<file path="src/rtl/mult_seq_param.sv">
// mult_seq_param: multi-cycle chunked multiplier with signed mode and start/busy/done handshake
module mult_seq_param #(
  parameter int A_WIDTH = 32,
  parameter int B_WIDTH = 32,
  parameter int A_CHUNK = 8,
  parameter int B_CHUNK = 16
) (
  input  logic                       clk,
  input  logic                       reset,
  input  logic                       start,
  input  logic                       is_signed,
  input  logic [A_WIDTH-1:0]         a,
  input  logic [B_WIDTH-1:0]         b,
  output logic                       busy,
  output logic                       done,
  output logic [A_WIDTH+B_WIDTH-1:0] product
);
  localparam int NA = A_CHUNK > 0 ? A_WIDTH / A_CHUNK : 1;
  localparam int NB = B_CHUNK > 0 ? B_WIDTH / B_CHUNK : 1;
  localparam int P  = A_WIDTH + B_WIDTH;
  localparam int IW = NA > 1 ? $clog2(NA) : 1;
  localparam int JW = NB > 1 ? $clog2(NB) : 1;

  if (A_CHUNK <= 0 || B_CHUNK <= 0 ||
      A_WIDTH % (A_CHUNK > 0 ? A_CHUNK : 1) != 0 ||
      B_WIDTH % (B_CHUNK > 0 ? B_CHUNK : 1) != 0) begin : g_bad_params
    $error("mult_seq_param: operand widths must be non-zero multiples of their chunk sizes");
  end

  typedef enum logic [1:0] {IDLE, MUL, FIX} state_t;

  state_t             state;
  logic [A_WIDTH-1:0] amag;
  logic [B_WIDTH-1:0] bmag;
  logic               neg;
  logic [P-1:0]       acc;
  logic [IW-1:0]      i;
  logic [JW-1:0]      j;
  logic [A_CHUNK-1:0] a_sl;
  logic [B_CHUNK-1:0] b_sl;
  logic [P-1:0]       pp;
  logic               last_i;
  logic               last_j;

  // current partial product, already shifted to its weight
  always_comb begin
    a_sl   = amag[i*A_CHUNK +: A_CHUNK];
    b_sl   = bmag[j*B_CHUNK +: B_CHUNK];
    pp     = (P'(a_sl) * P'(b_sl)) << (i*A_CHUNK + j*B_CHUNK);
    last_i = i == IW'(NA-1);
    last_j = j == JW'(NB-1);
  end

  // sequencer: latch magnitudes, accumulate one chunk pair per cycle, then apply sign
  always_ff @(posedge clk or negedge reset) begin
    if (!reset) begin
      state   <= IDLE;
      busy    <= 1'b0;
      done    <= 1'b0;
      product <= '0;
      acc     <= '0;
      amag    <= '0;
      bmag    <= '0;
      neg     <= 1'b0;
      i       <= '0;
      j       <= '0;
    end else begin
      done <= 1'b0;
      case (state)
        IDLE: if (start) begin
          amag  <= (is_signed && a[A_WIDTH-1]) ? -a : a;
          bmag  <= (is_signed && b[B_WIDTH-1]) ? -b : b;
          neg   <= is_signed & (a[A_WIDTH-1] ^ b[B_WIDTH-1]);
          acc   <= '0;
          i     <= '0;
          j     <= '0;
          busy  <= 1'b1;
          state <= MUL;
        end
        MUL: begin
          acc <= acc + pp;
          i   <= last_i ? '0 : i + 1'b1;
          if (last_i) j <= last_j ? '0 : j + 1'b1;
          if (last_i && last_j) state <= FIX;
        end
        FIX: begin
          product <= neg ? ~acc + 1'b1 : acc;
          done    <= 1'b1;
          busy    <= 1'b0;
          state   <= IDLE;
        end
        default: state <= IDLE;
      endcase
    end
  end
endmodule
</file>
<file path="config.mk">
export PLATFORM = sky130hd
export DESIGN_NAME = mult_seq_param
export DESIGN_NICKNAME = d
export VERILOG_FILES = /design/src/rtl/mult_seq_param.sv
export SDC_FILE = /design/constraint.sdc
export NUM_CORES = 1
export LEC_CHECK = 0
export CORE_MARGIN = 4
export CORE_UTILIZATION = 25
export CTS_CLUSTER_SIZE = 40
export DETAILED_ROUTE_END_ITERATION = 7
export GPL_ROUTABILITY_DRIVEN = 0
export GPL_TIMING_DRIVEN = 0
export PLACE_DENSITY = 0.42
export SYNTH_ARGS = -nofsm -noshare
export SYNTH_HDL_FRONTEND = slang
export SYNTH_SLANG_ARGS = --single-unit
</file>
<file path="constraint.sdc">
create_clock -name clk -period 23 [get_ports clk]
set_input_delay 6.9 -clock clk [delete_from_list [all_inputs] [get_ports clk]]
set_output_delay 6.9 -clock clk [all_outputs]
set_load 0.01 [all_outputs]
</file>
==> reports/metrics.yaml <==
cp_slowest_stage_delay_ns: 0.67
regArea_mm2: 0.005005
placed_area_mm2: 0.02105
fin_crit_sh_pct: 49.26
setup_viol: 0
fin_area_mm2: 0.02168
postCtsResizedCells: 0
layout_min_cycle_time_ns: 11.33
vias: 16790
clk_path_buf_depth: 2
seq_area_frac_synth_pct: 27.09
max_freq_mhz: 88.27
synth_top_cell_area_share_pct: 27.09
cp_slowest_cell: "buf_1"
maxCapViolations: 0
cts_tree: "yes"
synth_area_leader_cell: "dfrtp_1"
h-tree-depth: 4
ant_nets: 0
nFillCells: 7943
min-delay-start: "product[43]$_DFFE_PN0P_"
numCtsBuffers: 17
area_delta_synth_final_pct: 17.39
drtIter0Drc: 908
cts-root-buf: "clkbuf_16"
synth_nets: 2562
cp-end-kind: "flip-flop"
rsz0062_at_grt: "false"
nNetsFinal: 2716
row_count: 99
num_io_pins: 134
syn_area_mm2: 0.01847
grt_pass1_wl_um: 102200
overflow: 0
synth.distinct_cells: 74
drc: 0
tightest_slew_ns: 1.271
min_to: "product[43]$_DFFE_PN0P_"
startpoint_type: "flip-flop"
coreArea_mm2: 0.07308
timing.final.max_slew_violations: 0
holdCritPathClass: "flip-flop to flip-flop"
r2r_cells: 35
drtPass1Iterations: 5
r2r_end: "acc[60]$_DFFE_PN0P_"
die_w_um: 279.8
path_clk_slew_ns: 0.10
grt_pass1_vias: 17120
via_per_inst: 4.905
totalWireLength_um: 65090
synth_commonest_cells: "nand2_1 (315), o21ai_0 (258), nor2_1 (244)"
syn_area_per_cell_um2: 8.042
hold_buffers: 0
grt.total_usage_pct: 16.70
hold_violations: 0
postCtsSetupRepairBufs: 0
drive_above_1_share_pct: 3.287
ys_async_sr_fraction_pct: 100.0
die-area_mm2: 0.07830
antenna_found_initial: 0
crit_required_ns: 23.40
antennaDiodeCount: 0
hpwl_um: 52940
initial_utilization_pct: 25.27
synth-seq-cells: 200
wl_per_cell_um: 19.02
status: "finished clean"
clk_latency_ns: 0.51
r2r_start: "i[1]$_DFFE_PN0P_"
multi_input_area_mm2: 0.01255
grt_max_degree: 105
yosys_warnings: 0
cp_max_fo: 10
whs_path_depth: 2
ys.flop_type: "dfrtp_1"
die_h_um: 279.8
synth_edf_count: 0
cts_num_sinks: 200
relSlewSlack_pct: 14.97
cp.arrival_ns: 11.73
portBuffers: 133
finClkSkew_ns: 0.02845
final.setup.tns_ns: 0
synthTopCellsByArea: "dfrtp_1 (27%), fa_1 (9.2%), ha_1 (7.6%)"
path_class: "flip-flop to flip-flop"
ff2ff_setup_slack_ns: 11.67
postSynthCellCount: 2297
synth_most_common_cell: "nand2_1"
==> sequential cells by signal, summed over array words and instances (netlist names) <==
signal	flops
busy	1
i	2
bmag	32
done	1
amag	32
product	64
neg	1
j	1
state	2
acc	64
==> cells by family (layout without fill, tap and decap cells) <==
kind of cell / count (synthesis) / in the layout / synth area share [%]
buffers and inverters: 244 / 411 / 4.965
AND/OR/NAND/NOR: 798 / 798 / 19.47
flip-flops: 200 / 200 / 27.09
adder cells (fa/ha/maj): 197 / 197 / 16.80
multiplexers: 40 / 40 / 2.242
AO/OA/AOI/OAI: 624 / 624 / 20.23
XOR/XNOR: 194 / 194 / 9.199
==> layout by cell type, fill, tap and decap left out, types with 42 or more instances in the layout <==
cell,instances
a21o_1,42
a21oi_1,128
clkbuf_1,98
clkdlybuf4s50_1,132
dfrtp_1,200
fa_1,85
ha_1,112
inv_1,139
nand2_1,315
nor2_1,244
o21ai_0,258
xnor2_1,68
xor2_1,126
==> how the worst max path moves through the flow <==
stage,depth (start not counted),from,slack [ns],to
after floorplan,9,a[8],13.87,amag[29]$_DFFE_PN0P_
after global placement,1,reset,5.92,bmag[9]$_DFFE_PN0P_
after detailed placement,35,i[1]$_DFFE_PN0P_,11.46,acc[60]$_DFFE_PN0P_
after CTS,35,i[1]$_DFFE_PN0P_,11.47,acc[60]$_DFFE_PN0P_
after global routing,35,i[1]$_DFFE_PN0P_,10.69,acc[56]$_DFFE_PN0P_
final,35,i[1]$_DFFE_PN0P_,11.67,acc[60]$_DFFE_PN0P_
==> worst max-delay path, delay by kind of cell, from the launching register on <==
family | cells | cell delay (ns)
flops | 1 | 0.41
compound gates | 12 | 3.53
simple gates | 8 | 1.91
mux | 2 | 0.64
buf+inv | 7 | 1.86
fa+ha+maj | 6 | 2.86
==> metrics by stage <==
stage	hold slack (ns)	instances	utilization [%]	setup slack, ns
floorplan	0.4403	2297	-	13.87
global placement	0.4598	3389	28.74	5.923
detailed placement	0.4655	3391	28.80	11.46
CTS	0.4854	3423	29.67	11.47
global route	0.4978	3423	29.67	10.69
finish	0.4801	3423	29.67	11.67
==> layout make-up <==
class / instances / share of cell area [%]
multi-input cells: 1853 / 57.90
flip-flops and latches: 200 / 23.08
repair buffers: 135 / 6.342
well taps: 959 / 5.534
inverters: 140 / 2.424
clock buffers: 17 / 1.962
plain buffers: 104 / 1.806
clock inverters: 15 / 0.9521
==> per-layer routing <==
| layer | GRT usage, % | wire length, um |
|---|---|---|
| met5 | 0 | 0 |
| met4 | 4.990 | 1493 |
| met3 | 1.875 | 2097 |
| met2 | 28.38 | 30950 |
| met1 | 22.41 | 30550 |
Power is left out: the tool's default activity adds up to more than one toggle a clock period on the data nets, which glitch-free logic cannot reach.
